<file path="src/rtl/uart_rx_ctrl.sv">
// Receive-path frame sequencer for an oversampled UART: tracks the position within
// each bit, steps START/DATA/PARITY/STOP, and drives the datapath checker enables.
module uart_rx_ctrl #(
    parameter int data_width     = 8,
    parameter int edge_cnt_width = 6,
    parameter int prescale_width = 6,
    parameter int bit_cnt_width  = 4
) (
    input  logic                      CLK,
    input  logic                      RST,
    input  logic                      RX_IN,
    input  logic                      PAR_EN,
    input  logic [prescale_width-1:0] prescale,
    input  logic                      strt_glitch,
    input  logic                      par_err,
    input  logic                      stp_err,
    output logic [edge_cnt_width-1:0] edge_cnt,
    output logic [bit_cnt_width-1:0]  bit_cnt,
    output logic                      dat_samp_en,
    output logic                      deser_en,
    output logic                      strt_chk_en,
    output logic                      par_chk_en,
    output logic                      stp_chk_en,
    output logic                      data_valid,
    output logic                      busy
);

    typedef enum logic [2:0] {
        IDLE   = 3'd0,
        START  = 3'd1,
        DATA   = 3'd2,
        PARITY = 3'd3,
        STOP   = 3'd4
    } state_t;

    state_t                      state_r;
    state_t                      state_s;
    logic [prescale_width-1:0]   prescale_r;
    logic                        par_en_r;
    logic [edge_cnt_width-1:0]   edge_cnt_r;
    logic [edge_cnt_width-1:0]   edge_cnt_s;
    logic [bit_cnt_width-1:0]    bit_cnt_r;
    logic [bit_cnt_width-1:0]    bit_cnt_s;
    logic [edge_cnt_width-1:0]   last_edge_s;
    logic                        bit_end_s;
    logic                        last_bit_s;
    logic                        capture_s;
    logic                        frame_ok_s;
    logic                        dat_samp_en_r;
    logic                        deser_en_r;
    logic                        strt_chk_en_r;
    logic                        par_chk_en_r;
    logic                        stp_chk_en_r;
    logic                        data_valid_r;
    logic                        busy_r;

    // Timing decode against the prescale value frozen at frame start.
    always_comb begin
        last_edge_s = edge_cnt_width'(prescale_r) - edge_cnt_width'(1);
        bit_end_s   = (state_r != IDLE) && (edge_cnt_r == last_edge_s);
        last_bit_s  = (bit_cnt_r == bit_cnt_width'(data_width - 1));
        capture_s   = (state_r == IDLE) && (RX_IN == 1'b0);
        frame_ok_s  = (state_r == STOP) && bit_end_s && (stp_err == 1'b0) &&
                      ((par_en_r == 1'b0) || (par_err == 1'b0));
    end

    // Next-state and counter logic.
    always_comb begin
        state_s    = state_r;
        bit_cnt_s  = bit_cnt_r;
        edge_cnt_s = edge_cnt_r;

        if ((state_r == IDLE) || bit_end_s) begin
            edge_cnt_s = {edge_cnt_width{1'b0}};
        end else begin
            edge_cnt_s = edge_cnt_r + edge_cnt_width'(1);
        end

        case (state_r)
            IDLE: begin
                bit_cnt_s = {bit_cnt_width{1'b0}};
                if (RX_IN == 1'b0) begin
                    state_s = START;
                end else begin
                    state_s = IDLE;
                end
            end
            START: begin
                bit_cnt_s = {bit_cnt_width{1'b0}};
                if (bit_end_s) begin
                    if (strt_glitch) begin
                        state_s = IDLE;
                    end else begin
                        state_s = DATA;
                    end
                end else begin
                    state_s = START;
                end
            end
            DATA: begin
                if (bit_end_s) begin
                    if (last_bit_s) begin
                        bit_cnt_s = {bit_cnt_width{1'b0}};
                        if (par_en_r) begin
                            state_s = PARITY;
                        end else begin
                            state_s = STOP;
                        end
                    end else begin
                        bit_cnt_s = bit_cnt_r + bit_cnt_width'(1);
                        state_s   = DATA;
                    end
                end else begin
                    bit_cnt_s = bit_cnt_r;
                    state_s   = DATA;
                end
            end
            PARITY: begin
                bit_cnt_s = {bit_cnt_width{1'b0}};
                if (bit_end_s) begin
                    state_s = STOP;
                end else begin
                    state_s = PARITY;
                end
            end
            STOP: begin
                bit_cnt_s = {bit_cnt_width{1'b0}};
                if (bit_end_s) begin
                    state_s = IDLE;
                end else begin
                    state_s = STOP;
                end
            end
            default: begin
                state_s    = IDLE;
                bit_cnt_s  = {bit_cnt_width{1'b0}};
                edge_cnt_s = {edge_cnt_width{1'b0}};
            end
        endcase
    end

    // State, counters, frame configuration and registered decode of the next state.
    always_ff @(posedge CLK) begin
        if (RST) begin
            state_r       <= IDLE;
            prescale_r    <= {prescale_width{1'b0}};
            par_en_r      <= 1'b0;
            edge_cnt_r    <= {edge_cnt_width{1'b0}};
            bit_cnt_r     <= {bit_cnt_width{1'b0}};
            dat_samp_en_r <= 1'b0;
            deser_en_r    <= 1'b0;
            strt_chk_en_r <= 1'b0;
            par_chk_en_r  <= 1'b0;
            stp_chk_en_r  <= 1'b0;
            data_valid_r  <= 1'b0;
            busy_r        <= 1'b0;
        end else begin
            state_r    <= state_s;
            edge_cnt_r <= edge_cnt_s;
            bit_cnt_r  <= bit_cnt_s;
            if (capture_s) begin
                prescale_r <= prescale;
                par_en_r   <= PAR_EN;
            end
            // Registering the decode of state_s keeps each enable aligned with state_r.
            dat_samp_en_r <= (state_s != IDLE);
            deser_en_r    <= (state_s == DATA);
            strt_chk_en_r <= (state_s == START);
            par_chk_en_r  <= (state_s == PARITY);
            stp_chk_en_r  <= (state_s == STOP);
            busy_r        <= (state_s != IDLE);
            data_valid_r  <= frame_ok_s;
        end
    end

    assign edge_cnt    = edge_cnt_r;
    assign bit_cnt     = bit_cnt_r;
    assign dat_samp_en = dat_samp_en_r;
    assign deser_en    = deser_en_r;
    assign strt_chk_en = strt_chk_en_r;
    assign par_chk_en  = par_chk_en_r;
    assign stp_chk_en  = stp_chk_en_r;
    assign data_valid  = data_valid_r;
    assign busy        = busy_r;

endmodule
</file>
<file path="config.mk">
export PLATFORM = sky130hd
export DESIGN_NAME = uart_rx_ctrl
export DESIGN_NICKNAME = d
export VERILOG_FILES = /design/src/rtl/uart_rx_ctrl.sv
export SDC_FILE = /design/constraint.sdc
export NUM_CORES = 1
export LEC_CHECK = 0
export CAP_MARGIN = 10
export CORE_MARGIN = 2
export CORE_UTILIZATION = 45
export DETAILED_ROUTE_END_ITERATION = 6
export PLACE_DENSITY = 0.73
export SKIP_LAST_GASP = 1
export SYNTH_ARGS = -nofsm -noshare
export SYNTH_HDL_FRONTEND = slang
export SYNTH_SLANG_ARGS = --single-unit
</file>
<file path="constraint.sdc">
create_clock -name CLK -period 4.3 [get_ports CLK]
set_input_delay 0.645 -clock CLK [delete_from_list [all_inputs] [get_ports CLK]]
set_output_delay 0.645 -clock CLK [all_outputs]
set_load 0.02 [all_outputs]
</file>
==> results.md, run 1 <==
- Status: complete, no violations
- Die ar.: 3210 um2
- Min Tclk post-route: 2.39 ns
- Relative slew slack: 0.601
- Met1 WL: 1290 um
- Yosys reg bits: 26
- Mux contribution to synthesized area: 0.0200
- Syn nets: 161
- R2R cell count: 8
- Post-CTS Hold Buffers: 0
- Initial Util: 0.465
- Worst Path Max Fanout: 7
- Routed length on met3: 129 um
- Total grt overflow: 0
- Design area: 1580 um2
- Largest net degree at the start of global routing: 17
- RSZ-0062 raised after global routing: no
- Post-CTS setup buffer count: 0
- Main flop type after synthesis: dfxtp_1
- CP max stage cell: dfxtp_1
- Cell-by-cell listing of the critical path: inv_1, ha_1, o21ba_1, a221oi_2, a41oi_2, or2_1, mux2_4, and3_1
- Seq/Total Area, Yosys: 0.417
- Top cell type's share of synthesized area: 0.417
- Share of layout cells above drive strength 1: 0.0640
- Clk_skew: 0.00820 ns
- Worst Setup Path Type: reg -> reg
- FF-to-FF End: deser_en
- Post-CTS Resized: 0
- Total Routing Usage GR: 0.179
- Routed length per placed instance: 13.3 um
- Top cells by area, synth: dfxtp_1, nand2_1, xnor2_1
- Post-synthesis cell count: 145
- Adder-Cell Fraction of Synth Area: 0.0301
- Max-cap violations: 0
- Worst hold start: prescale_r[5]
- Mean Syn Cell Area: 8.61 um2
- Hold Violations, Final: 0
- Setup crit start kind: flop
- Worst VDD drop: 0.000189 V
- Vias per inst: 5.48
- Hold endpoint: prescale_r[5]
- Xor/xnor share of the synthesized area: 0.0842
- First-pass GRT wire length: 4600 um
- Die H: 56.7 um
- CTS clock-pin slew for the worst setup and hold paths: 0.14 ns
- Asr flop ratio synth: 0
- Worst Max-Slew Pin Slew: 0.597 ns
- Iteration-0 DRC Markers: 45
- Detailed Place HPWL: 2060 um
- Uppermost layer routed: met4
- Synth-to-layout area growth: 26.5%
- Compound-Gate Fraction of Synth Area: 0.141
- Mapped cell area: 1250 um2
- Total number of vias: 1112
- Routed wl met2: 1270 um
- Antenna Diode Count: 0
- Fin Setup TNS: 0 ns
- Vias in the first global route: 1047
- Final GP Congestion: 0.851
- Core area: 2690 um2
- TritonCTS clock tree: yes
- Std-Cell Rows: 19
- Drt pass-1 iters: 4
- Number of synthesized flops with an enable pin: 0
- Num ports: 30
- Fin crit share: 0.555
- Synth Area in Simple Gates: 0.256
- Pwr Density: 287 nW/um2
- Root Buffer: clkbuf_4
- Placed Area: 1540 um2
- Reg-to-Reg Start: prescale_r[0]
- CP required: 4.52 ns
- H-tree depth: 1
- Critical path's largest stage delay: 0.45 ns
- Slew Viols, Final: 0
- Fillers: 259
- LEAKAGE: 0.583 nW
- Worst skew pair latency: 0.32 ns
- Sink Count: 26
- Largest family of logic cells by synthesized area: simple AND/OR/NAND/NOR gates
- Final wirelength: 2710 um
- Initial antenna violation count: 0
- Max clock buf depth: 2
- Count of final setup violators: 0
- Ys Warns: 0
- IO buf count: 29
- FMAX: 419 MHz
- Num CTS Buffers: 3
- Synth area leader: dfxtp_1
- Setup crit end kind: flop
- R2R Setup Slk: 1.91 ns
- Final nets: 189
- Remaining routing DRC violations: 0
- Worst Hold Class: reg -> reg
- CP arrival: 2.61 ns
- Die W: 56.7 um
- Worst Hold Path Cells: 2
- Antenna viol nets, final: 0
- Unique cell type count in the Yosys netlist: 39
## per-layer routing
metal  vias to the layer above  track usage
li1                        552            -
met1                       529        0.242
met2                        29        0.291
met3                         2       0.0300
met4                         0       0.0578
met5                         -            0
## cells by family after synthesis
family,Yosys count
simple gates,62
mux,2
buf+inv,14
xor+xnor,12
flops,26
compound gates,26
fa+ha+maj,3
## cells in the final DEF, fill, tap and decap left out, types with 2 or more instances in the layout
| master | count |
|---|---|
| clkdlybuf4s50_1 | 29 |
| dfxtp_1 | 26 |
| nand2_1 | 20 |
| nor2_1 | 17 |
| a21oi_1 | 13 |
| inv_1 | 8 |
| xnor2_1 | 8 |
| nand3_1 | 5 |
| nor3_1 | 5 |
| xor2_1 | 4 |
| o21ai_0 | 3 |
| ha_1 | 3 |
| clkbuf_4 | 3 |
| a31oi_1 | 2 |
| and3_1 | 2 |
| nand4_1 | 2 |
## power by group
group	internal (mW)	switching (mW)
Sequential	0.249	0.00896
Clock	0.0517	0.0716
Combinational	0.0360	0.0362
## area by class of cell
| cell class | count | area, um2 | area share |
|---|---|---|---|
| multi-input combinational | 105 | 663 | 0.420 |
| tap | 31 | 38.8 | 0.0246 |
| timing repair buffer | 29 | 290 | 0.184 |
| inverter | 8 | 30.0 | 0.0190 |
| clock buffer | 4 | 36.3 | 0.0230 |
| sequential | 26 | 520 | 0.330 |
## synthesized netlist by cell type, types with 2 or more instances
cell type	n
dfxtp_1	26
nand2_1	20
nor2_1	17
a21oi_1	13
inv_1	8
xnor2_1	8
nand3_1	5
nor3_1	5
xor2_1	4
clkbuf_1	3
ha_1	3
o21ai_0	3
a31oi_1	2
and3_1	2
nand4_1	2
## worst max path at each step
stage	startpoint	endpoint	cells past startpoint
3_5_place_dp	prescale_r[0]	deser_en	8
5_1_grt	prescale_r[0]	bit_cnt[3]	8
6_report	prescale_r[0]	deser_en	8
4_1_cts	prescale_r[0]	bit_cnt[3]	8
3_3_place_gp	prescale_r[0]	deser_en	8
2_1_floorplan	prescale_r[0]	deser_en	9
## worst max-delay path, delay by kind of cell, from the launching register on
kind	cells	cell delay, ns
adders and majority gates	1	0.26
buffers and inverters	1	0.07
AOI/OAI and AO/OA	3	0.61
and+or+nand+nor	2	0.55
DFF	1	0.45
muxes	1	0.36
## registers in the layout (all words and copies together) (netlist names)
register	cells
edge_cnt	6
prescale_r	6
data_valid	1
bit_cnt	4
strt_chk_en	1
par_chk_en	1
state_r	3
deser_en	1
stp_chk_en	1
par_en_r	1
busy	1
## per-stage QoR
| stage | hold slack, ns | setup WS (ns) | power [mW] | std cells | util |
|---|---|---|---|---|---|
| 4_1_cts | 0.497 | 1.95 | 0.457 | 203 | 0.588 |
| 2_1_floorplan | 0.449 | 2.09 | 0.309 | 145 | - |
| 6_report | 0.494 | 1.91 | 0.453 | 203 | 0.588 |
| 5_1_grt | 0.520 | 1.78 | 0.475 | 203 | 0.588 |
| 3_3_place_gp | 0.467 | 2.05 | 0.333 | 199 | 0.574 |
| 3_5_place_dp | 0.478 | 1.96 | 0.335 | 199 | 0.574 |
Note: power is estimated with default switching activity, not from simulation.
==> run 2, diff against run 1 <==
==> constraint.sdc (replaced) <==
create_clock -name CLK -period 2.45 [get_ports CLK]
set_input_delay 0.3675 -clock CLK [delete_from_list [all_inputs] [get_ports CLK]]
set_output_delay 0.3675 -clock CLK [all_outputs]
set_load 0.02 [all_outputs]
==> run 2 against run 1 <==
Compared with the run above: wire length down 1.2%; highest routed layer unchanged; sequential share of layout area down 0.66 points; fmax grew 3.1%; critical path depth unchanged; die area did not move; largest power group unchanged; largest cell class unchanged; worst setup slack got worse by 1.8 ns.
==> results.md, run 2 (synthesis results as in run 1) <==
- R2R cell count: 8 (unchanged)
- Pwr Density: 544 nW/um2 (was 287 nW/um2)
- Worst skew pair latency: 0.32 ns (about the same)
- Detailed Place HPWL: 2010 um (was 2060 um)
- Core area: 2690 um2 (unchanged)
- Die ar.: 3210 um2 (unchanged)
- Iteration-0 DRC Markers: 16 (was 45)
- Count of final setup violators: 0 (unchanged)
- First-pass GRT wire length: 4800 um (was 4600 um)
- CTS clock-pin slew for the worst setup and hold paths: 0.15 ns (was 0.14 ns)
- CP startpoint: prescale_r[0] (unchanged)
- CP arrival: 2.58 ns (was 2.61 ns)
- Cell-by-cell listing of the critical path: inv_1, ha_1, o21ba_1, a221oi_2, a41oi_2, nor3_2, or4b_1, a21oi_1 (was inv_1, ha_1, o21ba_1, a221oi_2, a41oi_2, or2_1, mux2_4, and3_1)
- Initial antenna violation count: 0 (unchanged)
- Critical path's largest stage delay: 0.46 ns (was 0.45 ns)
- Reg-to-Reg Start: prescale_r[0] (unchanged)
- Fillers: 251 (was 259)
- Post-CTS Hold Buffers: 0 (unchanged)
- Antenna Diode Count: 0 (unchanged)
- Min Tclk post-route: 2.31 ns (was 2.39 ns)
- Die W: 56.7 um (unchanged)
- Largest net degree at the start of global routing: 16 (was 17)
- GRT met1 Usage: 0.255 (was 0.242)
- Sink Count: 26 (unchanged)
- Buf/Inv on CP: 1 (unchanged)
- Setup crit end kind: flop (unchanged)
- Vias in the first global route: 1069 (was 1047)
- Most common cell after layout, fill and taps aside: clkdlybuf4s50_1 (unchanged)
- Fin crit share: 0.945 (was 0.555)
- Initial Util: 0.465 (unchanged)
- Reg area: 523 um2 (was 520 um2)
- Final wirelength: 2670 um (was 2710 um)
- Routed length per placed instance: 13.0 um (was 13.3 um)
- Post-placement cell count: 201 (was 199)
- Num CTS Buffers: 3 (unchanged)
- WP depth: 8 (unchanged)
- Met2 Use GR: 0.299 (was 0.291)
- Final nets: 191 (was 189)
- Slew Viols, Final: 0 (unchanged)
- FMAX: 432 MHz (was 419 MHz)
- Routing usage on met3: 0.0300 (unchanged)
- LEAKAGE: 0.601 nW (was 0.583 nW)
- Area occupied by multi-input gates: 669 um2 (was 663 um2)
- Num ports: 30 (unchanged)
- Clk_skew: 0.00975 ns (was 0.00820 ns)
- CP endpoint: bit_cnt[3] (was deser_en)
- Worst Path Max Fanout: 5 (was 7)
- CP max stage cell: or4b_1 (was dfxtp_1)
- Layout Cells excl Fill: 205 (was 203)
- Worst Max-Slew Pin Slew: 0.565 ns (was 0.597 ns)
- Placed Area: 1560 um2 (was 1540 um2)
- Status: complete, no violations (unchanged)
- Vias per inst: 5.28 (was 5.48)
- IO buf count: 29 (unchanged)
- Antenna viol nets, final: 0 (unchanged)
- Max-cap violations: 0 (unchanged)
- R2R Setup Slk: 0.14 ns (was 1.91 ns)
- Synth-to-layout area growth: 29.7% (was 26.5%)
- FF-to-FF End: bit_cnt[3] (was deser_en)
- Setup crit start kind: flop (unchanged)
- Max clock buf depth: 2 (unchanged)
- Post-CTS setup buffer count: 0 (unchanged)
- Commonest cells after routing, fill and taps aside: clkdlybuf4s50_1, dfxtp_1, nand2_1, nor2_1, a21oi_1 (unchanged)
- Global route hottest layer: met2 (unchanged)
- Die H: 56.7 um (unchanged)
- Final GP Congestion: 0.862 (was 0.851)
- DP Worst Slack: 0.127 ns (was 1.96 ns)
- Worst Hold Class: reg -> reg (unchanged)
- Worst Setup Path Type: reg -> reg (unchanged)
- Remaining routing DRC violations: 0 (unchanged)
- Root Buffer: clkbuf_4 (unchanged)
- H-tree depth: 1 (unchanged)
- Worst VDD drop: 0.000387 V (was 0.000189 V)
- Fin Setup TNS: 0 ns (unchanged)
- Total number of vias: 1083 (was 1112)
- Share of layout cells above drive strength 1: 0.0920 (was 0.0640)
- Std-Cell Rows: 19 (unchanged)
- Hold_ws: 0.491 ns (was 0.494 ns)
- Design area: 1620 um2 (was 1580 um2)
- Hold Violations, Final: 0 (unchanged)
- Final WS setup: 0.135 ns (was 1.91 ns)
- Post-CTS Resized: 0 (unchanged)
- Relative slew slack: 0.620 (was 0.601)
- TritonCTS clock tree: yes (unchanged)
- Total grt overflow: 0 (unchanged)
- Drt pass-1 iters: 4 (unchanged)
- CP required: 2.72 ns (was 4.52 ns)
- Total Routing Usage GR: 0.186 (was 0.179)
- CP top delay family: simple AND/OR/NAND/NOR gates (was compound AO/OA/AOI/OAI gates)
[run 2: changes by cell type in the layout (fill, tap and decap cells not counted), sizes merged]
cell    previous run  this run
clkbuf             4         3
bufinv             0         1
buf                0         2
[run 2: cell type report]
class	count	area share
sequential	26	0.323
clock inverter	1	0.0185
timing repair buffer	31	0.189
clock buffer	3	0.0139
tap	31	0.0240
multi-input combinational	105	0.413
inverter	8	0.0185
[run 2: per-layer routing]
metal | vias to the layer above | part of all wire
met1 | 504 | 0.49
met5 | - | 0
met2 | 20 | 0.47
met4 | 0 | 0.011
li1 | 555 | -
met3 | 4 | 0.031
[run 2: worst min-delay path by stage]
stage                       start             to  slack (ns)  cells past startpoint
floorplan           prescale_r[5]  prescale_r[5]        0.45                      2
global placement    prescale_r[5]  prescale_r[5]        0.47                      2
detailed placement  prescale_r[5]  prescale_r[5]        0.47                      2
CTS                 prescale_r[5]  prescale_r[5]        0.49                      2
global route        prescale_r[5]  prescale_r[5]        0.51                      2
finish              prescale_r[5]  prescale_r[5]        0.49                      2
[run 2: power breakdown]
group | internal (mW) | total [mW] | switching [mW]
Clock | 0.165 | 0.296 | 0.130
Sequential | 0.437 | 0.453 | 0.0158
Combinational | 0.0661 | 0.132 | 0.0660
Total | 0.668 | 0.880 | 0.212
[run 2: per-stage QoR]
step	utilization	power [mW]
floorplan	-	0.543
CTS	0.599	0.887
global placement	0.580	0.588
finish	0.603	0.880
detailed placement	0.580	0.592
global route	0.603	0.925
[run 2: tightest hold or removal path: stages (launching register included)]
cell     delay, ns
dfxtp_1       0.35
nand2_1       0.06
a21oi_1       0.05
